## config.mk

```make
export PLATFORM = sky130hd
export DESIGN_NAME = nibble_serial_add_ctrl
export DESIGN_NICKNAME = d
export VERILOG_FILES = /design/src/rtl/nibble_serial_add_ctrl_pkg.sv /design/src/rtl/ripple_carry_adder.sv /design/src/rtl/nibble_serial_add_ctrl.sv
export SDC_FILE = /design/constraint.sdc
export NUM_CORES = 1
export LEC_CHECK = 0
export BUFFER_PORTS_ARGS = -buffer_cell sky130_fd_sc_hd__buf_2
export CORE_MARGIN = 4
export CORE_UTILIZATION = 40
export CTS_BUF_LIST = sky130_fd_sc_hd__clkbuf_4 sky130_fd_sc_hd__clkbuf_8
export DETAILED_ROUTE_END_ITERATION = 10
export MAX_ROUTING_LAYER = met4
export SLEW_MARGIN = 5
export SYNTH_ARGS = -nofsm -noshare
export SYNTH_HDL_FRONTEND = slang
export SYNTH_HIERARCHICAL = 1
export SYNTH_SLANG_ARGS = --single-unit
```

## constraint.sdc

```tcl
create_clock -name clk -period 4.25 [get_ports clk]
set_input_delay 0.85 -clock clk [delete_from_list [all_inputs] [get_ports clk]]
set_output_delay 0.85 -clock clk [all_outputs]
set_load 0.02 [all_outputs]
```

## src/rtl/nibble_serial_add_ctrl_pkg.sv

```systemverilog
// Shared definitions for the nibble-serial adder/subtractor controller.
//   - state_e   : FSM state encoding (IDLE, RUN, DONE)
//   - NIBBLE_W  : width of the shared adder slice
//   - idx_width : width of the nibble index counter for a given nibble count
package nibble_serial_add_ctrl_pkg;

    localparam int NIBBLE_W = 4;

    typedef enum logic [1:0] {
        ST_IDLE = 2'd0,
        ST_RUN  = 2'd1,
        ST_DONE = 2'd2
    } state_e;

    // Width of a counter that walks nibbles 0 .. nibbles-1.
    function automatic int idx_width(input int nibbles);
        return $clog2(nibbles);
    endfunction

endpackage

```

## src/rtl/ripple_carry_adder.sv

```systemverilog
// 4-bit ripple-carry adder slice, shared by the nibble-serial controller.
// Ports:
//   a, b  : 4-bit addends
//   cin   : carry in
//   sum   : 4-bit sum
//   cout  : carry out of the top bit
module ripple_carry_adder (
    input  logic [3:0] a,
    input  logic [3:0] b,
    input  logic       cin,
    output logic [3:0] sum,
    output logic       cout
);

    logic [4:0] carry;

    assign carry[0] = cin;

    for (genvar i = 0; i < 4; i++) begin : g_bit
        assign sum[i]     = a[i] ^ b[i] ^ carry[i];
        assign carry[i+1] = (a[i] & b[i]) | (carry[i] & (a[i] ^ b[i]));
    end

    assign cout = carry[4];

endmodule

```

## src/rtl/nibble_serial_add_ctrl.sv

```systemverilog
// Nibble-serial adder/subtractor. One shared 4-bit ripple-carry slice is
// stepped over WIDTH/4 cycles, LSB nibble first, with the carry registered
// between passes. Subtraction is A + ~B + 1 (carry register seeded with 1).
// Ports:
//   clk, rst              : clock, synchronous active-high reset
//   in_valid / in_ready   : operand handshake (in_ready only in IDLE)
//   a, b, sub             : operands and op select (0 = A+B, 1 = A-B)
//   out_valid / out_ready : result handshake (out_valid only in DONE)
//   result, cout, ovf     : sum/difference, carry out (sub: 1 = no borrow),
//                           signed overflow
//   busy                  : high in RUN or DONE
// WIDTH must be a multiple of 4 and at least 8.
module nibble_serial_add_ctrl
    import nibble_serial_add_ctrl_pkg::*;
#(
    parameter int WIDTH = 16
) (
    input  logic             clk,
    input  logic             rst,
    input  logic             in_valid,
    output logic             in_ready,
    input  logic [WIDTH-1:0] a,
    input  logic [WIDTH-1:0] b,
    input  logic             sub,
    output logic             out_valid,
    input  logic             out_ready,
    output logic [WIDTH-1:0] result,
    output logic             cout,
    output logic             ovf,
    output logic             busy
);

    localparam int NIBBLES = WIDTH / NIBBLE_W;
    localparam int IDX_W   = idx_width(NIBBLES);
    localparam logic [IDX_W-1:0] IDX_LAST = IDX_W'(NIBBLES - 1);

    // Operands and result viewed as arrays of nibbles so the active nibble
    // is selected by plain indexing with the pass counter.
    typedef logic [NIBBLES-1:0][NIBBLE_W-1:0] nib_vec_t;

    state_e           state_q, state_d;
    logic [IDX_W-1:0] idx_q, idx_d;
    logic             carry_q, carry_d;
    nib_vec_t         a_q, a_d;
    nib_vec_t         b_eff_q, b_eff_d;
    nib_vec_t         result_q, result_d;
    logic             cout_q, cout_d;
    logic             ovf_q, ovf_d;

    logic [NIBBLE_W-1:0] slice_sum;
    logic                slice_cout;

    ripple_carry_adder u_slice (
        .a    (a_q[idx_q]),
        .b    (b_eff_q[idx_q]),
        .cin  (carry_q),
        .sum  (slice_sum),
        .cout (slice_cout)
    );

    // NOTE: every signal written here gets its hold value first, so no path
    // through the case leaves one unassigned and no latch is inferred.
    always_comb begin
        state_d  = state_q;
        idx_d    = idx_q;
        carry_d  = carry_q;
        a_d      = a_q;
        b_eff_d  = b_eff_q;
        result_d = result_q;
        cout_d   = cout_q;
        ovf_d    = ovf_q;

        unique case (state_q)
            ST_IDLE: begin
                if (in_valid) begin
                    a_d     = a;
                    b_eff_d = sub ? ~b : b;
                    carry_d = sub;
                    idx_d   = '0;
                    state_d = ST_RUN;
                end
            end

            ST_RUN: begin
                result_d[idx_q] = slice_sum;
                carry_d         = slice_cout;
                idx_d           = idx_q + IDX_W'(1);
                if (idx_q == IDX_LAST) begin
                    idx_d   = '0;
                    cout_d  = slice_cout;
                    // Same-signed operands producing a differently-signed
                    // result; slice_sum's top bit is the final result MSB.
                    ovf_d   = (a_q[NIBBLES-1][NIBBLE_W-1] == b_eff_q[NIBBLES-1][NIBBLE_W-1])
                           && (slice_sum[NIBBLE_W-1] != a_q[NIBBLES-1][NIBBLE_W-1]);
                    state_d = ST_DONE;
                end
            end

            ST_DONE: begin
                if (out_ready) begin
                    state_d = ST_IDLE;
                end
            end

            default: begin
                state_d = ST_IDLE;
            end
        endcase
    end

    // NOTE: state updates use non-blocking assignments so every register
    // samples the pre-edge values, independent of statement order.
    always_ff @(posedge clk) begin
        if (rst) begin
            state_q  <= ST_IDLE;
            idx_q    <= '0;
            carry_q  <= 1'b0;
            result_q <= '0;
            cout_q   <= 1'b0;
            ovf_q    <= 1'b0;
        end else begin
            state_q  <= state_d;
            idx_q    <= idx_d;
            carry_q  <= carry_d;
            result_q <= result_d;
            cout_q   <= cout_d;
            ovf_q    <= ovf_d;
        end
    end

    // NOTE: operand registers carry no reset; they are always loaded on the
    // accept edge before RUN reads them, so a reset would only cost logic.
    always_ff @(posedge clk) begin
        a_q     <= a_d;
        b_eff_q <= b_eff_d;
    end

    assign in_ready  = (state_q == ST_IDLE);
    assign out_valid = (state_q == ST_DONE);
    assign busy      = (state_q == ST_RUN) || (state_q == ST_DONE);
    assign result    = result_q;
    assign cout      = cout_q;
    assign ovf       = ovf_q;

endmodule

```

Word-level counts from Yosys, hierarchy flattened

Index checks and enable logic that the tools add are counted.

Register bits: 55
Input port bits: 37

Add/sub/neg operators: 1
$lt $le $gt $ge: 2
Equality and inequality tests: 8
Multiplexer cells: 17
Bitwise logic cells: 21
Reduce and logical (&&, ||, !) cells: 9

Operators with widths:

| kind                  | number |
|---|---|
| $bmux W4 S2           | 2 |
| $bwmux W16            | 1 |
| $mux W16              | 1 |
| $not A16 Y16          | 1 |
| $mux W4               | 3 |
| $mux W2               | 5 |
| $and A1 B1 Y1         | 8 |
| $demux W4 S2          | 1 |
| $xor A1 B1 Y1         | 8 |
| $pmux W2 S3           | 1 |
| $reduce_and A2 Y1     | 3 |
| $eq A2 B2 Y1 const B  | 2 |
| $ne A2 B2 Y1 const B  | 2 |
| $or A1 B1 Y1          | 4 |
| $pmux W2 S2           | 1 |
| $lt A2 B3 Y1 const B  | 1 |
| $reduce_and A3 Y1     | 1 |
| $add A2 B1 Y2 const B | 1 |
| $eq A2 B1 Y1 const B  | 1 |
| $ge A2 B1 Y1 const B  | 1 |
| $logic_and A1 B1 Y1   | 2 |
| $logic_not A2 Y1      | 1 |
| $ne A2 B1 Y1 const B  | 1 |
| $pmux W1 S2           | 1 |
| 5 further kinds       | 5 |

Logic depth before layout (Yosys ltp)

Gate-level depths: netlist (run 1).

Depth in word-level cells: 12
Gate-level depth with buffers: 13
Gate-level depth less buffers: 12

Hierarchy

The synthesis (run 1) kept the hierarchy.

Modules (own cells, without submodules):

| module                 | times used | cells an instance | area each (µm²) | sequential area each (µm²) |
|---|---|---|---|---|
| nibble_serial_add_ctrl | 1          | 187               | 2358.5          | 1421.4 |
| ripple_carry_adder     | 1          | 14                | 117.6           | 0.0 |

Worst setup path after synthesis (run 1)

OpenSTA, ideal clock, no wires.

Path type: reg2reg
Start point: reg idx_q[0]
End point: reg ovf_q (netlist: ovf)
Setup time: 0.132 ns
Arrival time: 3.139 ns
Path slack: 0.980 ns
Stages on the path, launching flop included: 14
Clock period less this slack: 3.270 ns
Cell sequence: dfxtp_1 -> buf_2 -> mux4_2 -> fa_1 -> inv_1 -> fa_1 -> inv_1 -> fa_1 -> inv_1 -> fa_1 -> inv_1 -> and3b_1 -> nor3_1 -> nor3_1

Longest elaborated chain between the ends: 12
Elaborated cells on any way between the ends: 22

RTL lines:

| item                                  | line                                                       | text |
|---|---|---|
| start: declaration                    | nibble_serial_add_ctrl.sv:42                               | `logic [IDX_W-1:0] idx_q, idx_d;` |
| start signal: assignment              | nibble_serial_add_ctrl.sv:123                              | `idx_q <= idx_d;` |
| $bmux W4 S2, on equally long branches | nibble_serial_add_ctrl.sv:54, nibble_serial_add_ctrl.sv:55 |  |
| $mux W4, on equally long branches     | nibble_serial_add_ctrl.sv:54, nibble_serial_add_ctrl.sv:55 |  |
| $xor A1 B1 Y1                         | ripple_carry_adder.sv:21                                   | `assign carry[i+1] = (a[i] & b[i]) \| (carry[i] & (a[i] ^ b[i]));` |
| $and A1 B1 Y1                         | ripple_carry_adder.sv:21                                   |  |
| $or A1 B1 Y1                          | ripple_carry_adder.sv:21                                   |  |
| $and A1 B1 Y1                         | ripple_carry_adder.sv:21                                   |  |
| $or A1 B1 Y1                          | ripple_carry_adder.sv:21                                   |  |
| $and A1 B1 Y1                         | ripple_carry_adder.sv:21                                   |  |
| $or A1 B1 Y1                          | ripple_carry_adder.sv:21                                   |  |
| $xor A1 B1 Y1 *                       | ripple_carry_adder.sv:20                                   | `assign sum[i] = a[i] ^ b[i] ^ carry[i];` |
| named net slice_sum[3]                | nibble_serial_add_ctrl.sv:50                               | `logic [NIBBLE_W-1:0] slice_sum;` |
| $ne A1 B1 Y1 *                        | nibble_serial_add_ctrl.sv:94                               | `&& (slice_sum[NIBBLE_W-1] != a_q[NIBBLES-1][NIBBLE_W-1]);` |
| $logic_and A1 B1 Y1 *                 | nibble_serial_add_ctrl.sv:94                               |  |
| end signal: assignment                | nibble_serial_add_ctrl.sv:127                              | `ovf_q <= ovf_d;` |
| end: declaration                      | nibble_serial_add_ctrl.sv:48                               | `logic ovf_q, ovf_d;` |

The timed path passes the listed nets; every way through them passes the cells marked *. The select of a mux whose other input is x is not followed.
A chain may end at the register's enable or synchronous reset.

Final worst setup path (run 1)

Same ends and word-level chain as after synthesis.

==> impl_metrics.env, run 1 <==
export IMPL_arrival_ps=3360
export IMPL_avgSynthCellArea_um2=12.3
export IMPL_finalHoldViolations=0
export IMPL_max_stage_delay_ps=540
export IMPL_p_switching_mw=0.559
export IMPL_globalplace_congestion=0.745
export IMPL_rsz0062_at_grt="false"
export IMPL_n_fill_cell=571
export IMPL_cpLargestDelayFamily="adder cells"
export IMPL_cts_max_level=2
export IMPL_worstPathMaxFanout=6
export IMPL_synth_simple_area_share=0.103
export IMPL_overflow=0
export IMPL_seq_power_share=0.458
export IMPL_place_hpwl_um=3340
export IMPL_nets=307
export IMPL_grt_pass1_wl_um=7530
export IMPL_cp_cell_sequence="mux4_2 -> fa_1 -> inv_1 -> fa_1 -> inv_1 -> fa_1 -> inv_1 -> fa_1 -> inv_1 -> and3b_1 -> nor3_1 -> nor3_1"
export IMPL_clkSinkCount=55
export IMPL_syn_area_um2=2480
export IMPL_ctsResizeCount=0
export IMPL_synthAdderAreaFrac=0.0728
export IMPL_layout_drive_gt1_share=0.305
export IMPL_highest_layer="met4"
export IMPL_grt_max_degree=33
export IMPL_synthXorXnorAreaFrac=0.0566
export IMPL_slowest_stage="mux4_2"
export IMPL_worstHoldPathType="register to register"
export IMPL_grt_total_usage=0.134
export IMPL_p_clk_frac=0.177
export IMPL_place_ws_ps=1080
export IMPL_fin_cells=334
export IMPL_intPower_mw=1.04
export IMPL_cts_path_max_buffers=2
export IMPL_multi_input_area_um2=940
export IMPL_period_minus_slack_ps=3180
export IMPL_synth_compound_area_frac=0.0576
export IMPL_crit_type="register to register"
export IMPL_routedWlPerCell_um=13.4
export IMPL_synth_mux_area_frac=0.0894
export IMPL_met2WireLength_um=2010
export IMPL_final_seq_area_um2=1420
export IMPL_die_h_um=86.7
export IMPL_drv_slew=0
export IMPL_synth_warnings=6
export IMPL_antenna_found_initial=0
export IMPL_finalSetupViolCount=0
export IMPL_core_um2=5960
export IMPL_p_sw_frac=0.350
export IMPL_power_density_nw_per_um2=548
export IMPL_setup_tns_ps=0
export IMPL_synth_cell_type_count=29
export IMPL_crit_required_ps=4430
export IMPL_comb_power_share=0.365
export IMPL_post_place_cells=326
export IMPL_postCtsHoldBufs=0
export IMPL_cts_tree="done"
export IMPL_grt_pass1_vias=1594
export IMPL_start_util=0.416
export IMPL_io_pins=58
export IMPL_vias=1589
export IMPL_drt_iter0_markers=25
export IMPL_crit_path_start_kind="register"
export IMPL_period_share=0.747
export IMPL_worst_slack_ps=1070
export IMPL_worst_pin_slew_ps=956
export IMPL_fmax_mhz=315
export IMPL_synth_seq_cells=55
export IMPL_portBuffers=57
export IMPL_clkLatencyLatePin_ps=300
export IMPL_diodes=0
export IMPL_endpoint_kind="register"
export IMPL_clk_pin_slew_ps=100
export IMPL_maxCapViolations=0
export IMPL_critical_path_buf_inv_count=4
export IMPL_syn_nets=250
export IMPL_area_delta_synth_final_pct=17.7
export IMPL_routed_wl_um=4460
export IMPL_cts_buffers=5
export IMPL_die_w_um=86.7
export IMPL_dieArea_um2=7510
export IMPL_first_pass_iters=4
export IMPL_fin_skew_ps=9.35
export IMPL_synth_top_family_by_area="simple AND/OR/NAND/NOR gates"
export IMPL_drt_met1_wl_um=2100
export IMPL_p_leak_nw=1.17
export IMPL_cts_root_buf="clkbuf_8"
export IMPL_peakVddDrop_mv=0.226
export IMPL_relSlewSlack=0.363
export IMPL_via_per_inst=4.76
export IMPL_drc=0
export IMPL_cts_setup_buffers=0
export IMPL_yosysSeqAreaShare=0.574
export IMPL_dr_wl_met3_um=305
export IMPL_placementRows=28
export IMPL_status="finished, final reports clean"
export IMPL_synthCells=201
export IMPL_ant_nets=0
-- placed cells by master, fill, tap and decap left out, drive strengths merged, types with 2 or more instances in the layout --
cell type and instances:
o21ai 2, inv 17, a21oi 20, edfxtp 32, nor3 2, fa 4, buf 60, clkinvlp 2
mux4 8, nand2 26, ha 8, xor2 16, clkbuf 6, nand3 17, dfxtp 23, mux2i 3
-- power by group through the flow --
stage	Clock, mW	Sequential [mW]	Combinational (mW)
after floorplan	0	0.756	0.416
after global routing	0.317	0.745	0.654
after global placement	0	0.744	0.581
final	0.283	0.731	0.584
after detailed placement	0	0.746	0.591
after CTS	0.294	0.734	0.593
-- kinds of logic (layout without fill, tap and decap cells) --
group                    count (synthesis)  count (layout)
flip-flops                              55              55
AND/OR/NAND/NOR                         53              53
buffers and inverters                   27              85
AO/OA/AOI/OAI                           26              26
XOR/XNOR                                16              16
adder cells (fa/ha/maj)                 12              12
multiplexers                            12              12
-- Yosys cell counts (all sizes together) --
cell type	number	area share
edfxtp	32	0.39
a32oi	1	0.0035
dfxtp	23	0.19
nand2	26	0.039
mux2i	3	0.012
nor2b	1	0.0056
mux4	8	0.073
or4b	1	0.0040
a31oi	1	0.0025
nand2b	1	0.0025
nor3	2	0.0040
nand3	17	0.034
or2	1	0.0025
ha	8	0.040
nor3b	1	0.0030
a221oi	1	0.0035
and3b	1	0.0035
inv	17	0.026
xor2	16	0.057
a21oi	20	0.040
and2	1	0.0025
clkbuf	3	0.0045
fa	4	0.032
mux2	1	0.0045
buf	7	0.016
o221ai	1	0.0035
o21ai	2	0.0040
nor2	1	0.0015
-- cell type report --
| type | count | share of cell area |
|---|---|---|
| flip-flops and latches | 55 | 0.488 |
| clock buffers | 6 | 0.0262 |
| well taps | 75 | 0.0322 |
| repair buffers | 60 | 0.106 |
| clock inverters | 2 | 0.00429 |
| multi-input cells | 119 | 0.322 |
| inverters | 17 | 0.0219 |
-- routing by layer --
layer  GRT usage  vias up
met1       0.178      729
met5           -        -
met3      0.0333        4
li1            -      813
met4      0.0425        0
met2       0.201       43
-- path summary, 6_finish.rpt --
path | slack (ps) | from | depth (start not counted) | to
hold / removal | 450 | result[13] | 2 | result[13]
setup reg to reg | 1070 | idx_q[0] | 12 | ovf
setup / recovery | 1070 | idx_q[0] | 12 | ovf
hold reg to reg | 450 | result[13] | 2 | result[13]
-- per-stage QoR --
| step | total power, mW | cell area [um^2] | utilization | hold WS, ps |
|---|---|---|---|---|
| 2_1_floorplan | 1.17 | 2480 | - | 451 |
| 3_3_place_gp | 1.32 | 2830 | 0.475 | 441 |
| 3_5_place_dp | 1.34 | 2830 | 0.475 | 444 |
| 4_1_cts | 1.62 | 2920 | 0.489 | 459 |
| 5_1_grt | 1.72 | 2920 | 0.489 | 483 |
| 6_report | 1.60 | 2920 | 0.489 | 455 |
-- registers in the layout, indices dropped and copies added (netlist names) --
name     count
state_q      2
idx_q        2
carry_q      1
cout         1
a_q         16
b_eff_q     16
ovf          1
result      16
-- tightest hold or removal path, stage by stage (launching register included) --
cell,delay [ps]
dfxtp_1,320
nand2_1,50
a21oi_1,50
(Power assumes the default switching activity.)
==> inputs of run 2 (changes only) <==
Clock period 4.25 ns to 3.2 ns, I/O delays scaled along.
==> impl_metrics.env, run 2 (synthesized netlist as in run 1, its figures left out) <==
export IMPL_setup_tns_ps=0
export IMPL_worstPathMaxFanout=4
export IMPL_post_place_cells=330
export IMPL_clkSinkCount=55
export IMPL_fmax_mhz=328
export IMPL_maxCapViolations=0
export IMPL_drv_slew=0
export IMPL_final_area_um2=2950
export IMPL_status="finished, final reports clean"
export IMPL_period_share=0.952
export IMPL_start_util=0.416
export IMPL_p_leak_nw=1.19
export IMPL_comb_power_share=0.375
export IMPL_via_per_inst=4.76
export IMPL_overflow=0
export IMPL_diodes=0
export IMPL_die_h_um=86.7
export IMPL_nets=311
export IMPL_drc=0
export IMPL_endpoint_kind="register"
export IMPL_routed_wl_um=4440
export IMPL_cts_max_level=2
export IMPL_crit_path_start_kind="register"
export IMPL_die_w_um=86.7
export IMPL_crit_type="register to register"
export IMPL_place_hpwl_um=3360
export IMPL_drt_iter0_markers=63
export IMPL_cts_tree="done"
export IMPL_relSlewSlack=0.711
export IMPL_io_pins=58
export IMPL_period_minus_slack_ps=3050
export IMPL_grt_pass1_vias=1584
export IMPL_fin_skew_ps=9.27
export IMPL_placementRows=28
export IMPL_final_cell_mix="buf_2, edfxtp_1, nand2_1, dfxtp_1, a21oi_1"
export IMPL_intPower_mw=1.40
export IMPL_area_delta_synth_final_pct=19.0
export IMPL_worstHoldPathType="register to register"
export IMPL_seq_power_share=0.448
export IMPL_final_common_cell="buf_2"
export IMPL_p_sw_frac=0.350
export IMPL_grt_pass1_wl_um=7400
export IMPL_cts_buffers=5
export IMPL_grt_total_usage=0.132
export IMPL_cts_path_max_buffers=2
export IMPL_dieArea_um2=7510
export IMPL_crit_required_ps=3390
export IMPL_cts_setup_buffers=0
export IMPL_clkLatencyLatePin_ps=310
export IMPL_placed_area_um2=2860
export IMPL_peakVddDrop_mv=0.293
export IMPL_fin_cells=338
export IMPL_grt_max_degree=33
export IMPL_vias=1609
export IMPL_routedWlPerCell_um=13.1
export IMPL_first_pass_iters=4
export IMPL_clk_pin_slew_ps=100
export IMPL_cts_root_buf="clkbuf_8"
export IMPL_ant_nets=0
export IMPL_layout_drive_gt1_share=0.319
export IMPL_portBuffers=57
export IMPL_antenna_found_initial=0
export IMPL_finalSetupViolCount=0
export IMPL_rsz0062_at_grt="false"
export IMPL_power_density_nw_per_um2=733
export IMPL_globalplace_congestion=0.748
export IMPL_worst_pin_slew_ps=434
export IMPL_finalHoldViolations=0
export IMPL_p_clk_frac=0.176
export IMPL_power_mw=2.16
export IMPL_arrival_ps=3240
export IMPL_p_switching_mw=0.756
export IMPL_core_um2=5960
## run 2: cell types whose count changed in the layout (fill, tap and decap cells not counted), sizes merged
cell,previous run,this run
clkinv,0,1
buf,60,64
clkbuf,6,5
## run 2: power groups by stage
stage	clock (mW)	sequential, mW	combinational, mW
finish	0.381	0.969	0.811
detailed placement	0	0.989	0.823
global route	0.425	0.985	0.905
CTS	0.395	0.972	0.824
floorplan	0	1.00	0.555
global placement	0	0.985	0.820
## run 2: path summary, 6_finish.rpt
kind	startpoint	to	slack, ps	cells after the start
min reg2reg	cout	cout	460	2
max	idx_q[0]	ovf	150	12
max reg2reg	idx_q[0]	ovf	150	12
min	cout	cout	460	2
## run 2: timing repair
| action | in CTS | in global routing |
|---|---|---|
| gates resized for setup | 0 | 1 |
| endpoints found under the setup margin | 0 | 1 |
| endpoints found under the hold margin | 0 | 0 |
| hold buffers | 0 | 0 |
## run 2: critical path, cell delays in order, from the launching register on
cell,delay [ps]
dfxtp_2,380
mux4_2,530
fa_1,430
inv_1,80
fa_1,160
inv_1,50
fa_1,350
inv_1,70
fa_1,400
inv_1,90
and3b_1,170
nor3_1,160
nor3_1,70
## run 2: cell type report
cell class              instances  area [um^2]
fillers                       586         3010
inverters                      17         63.8
clock inverters                 3         20.0
multi-input cells             119          940
clock buffers                   5         68.8
flip-flops and latches         55         1420
well taps                      75         93.8
repair buffers                 64          338
## run 2: through the flow
stage,utilization,hold WS (ps),setup WS [ps]
floorplan,-,451,8.56
global placement,0.480,441,142
detailed placement,0.480,445,89.4
CTS,0.495,459,78.2
global route,0.495,469,2.53
finish,0.495,457,153
## run 2: routing by layer
metal	track usage	routed length, um	vias up
li1	-	-	821
met2	0.202	2110	42
met3	0.0390	268	7
met1	0.168	1990	739
met5	-	0	-
met4	0.0467	71	0
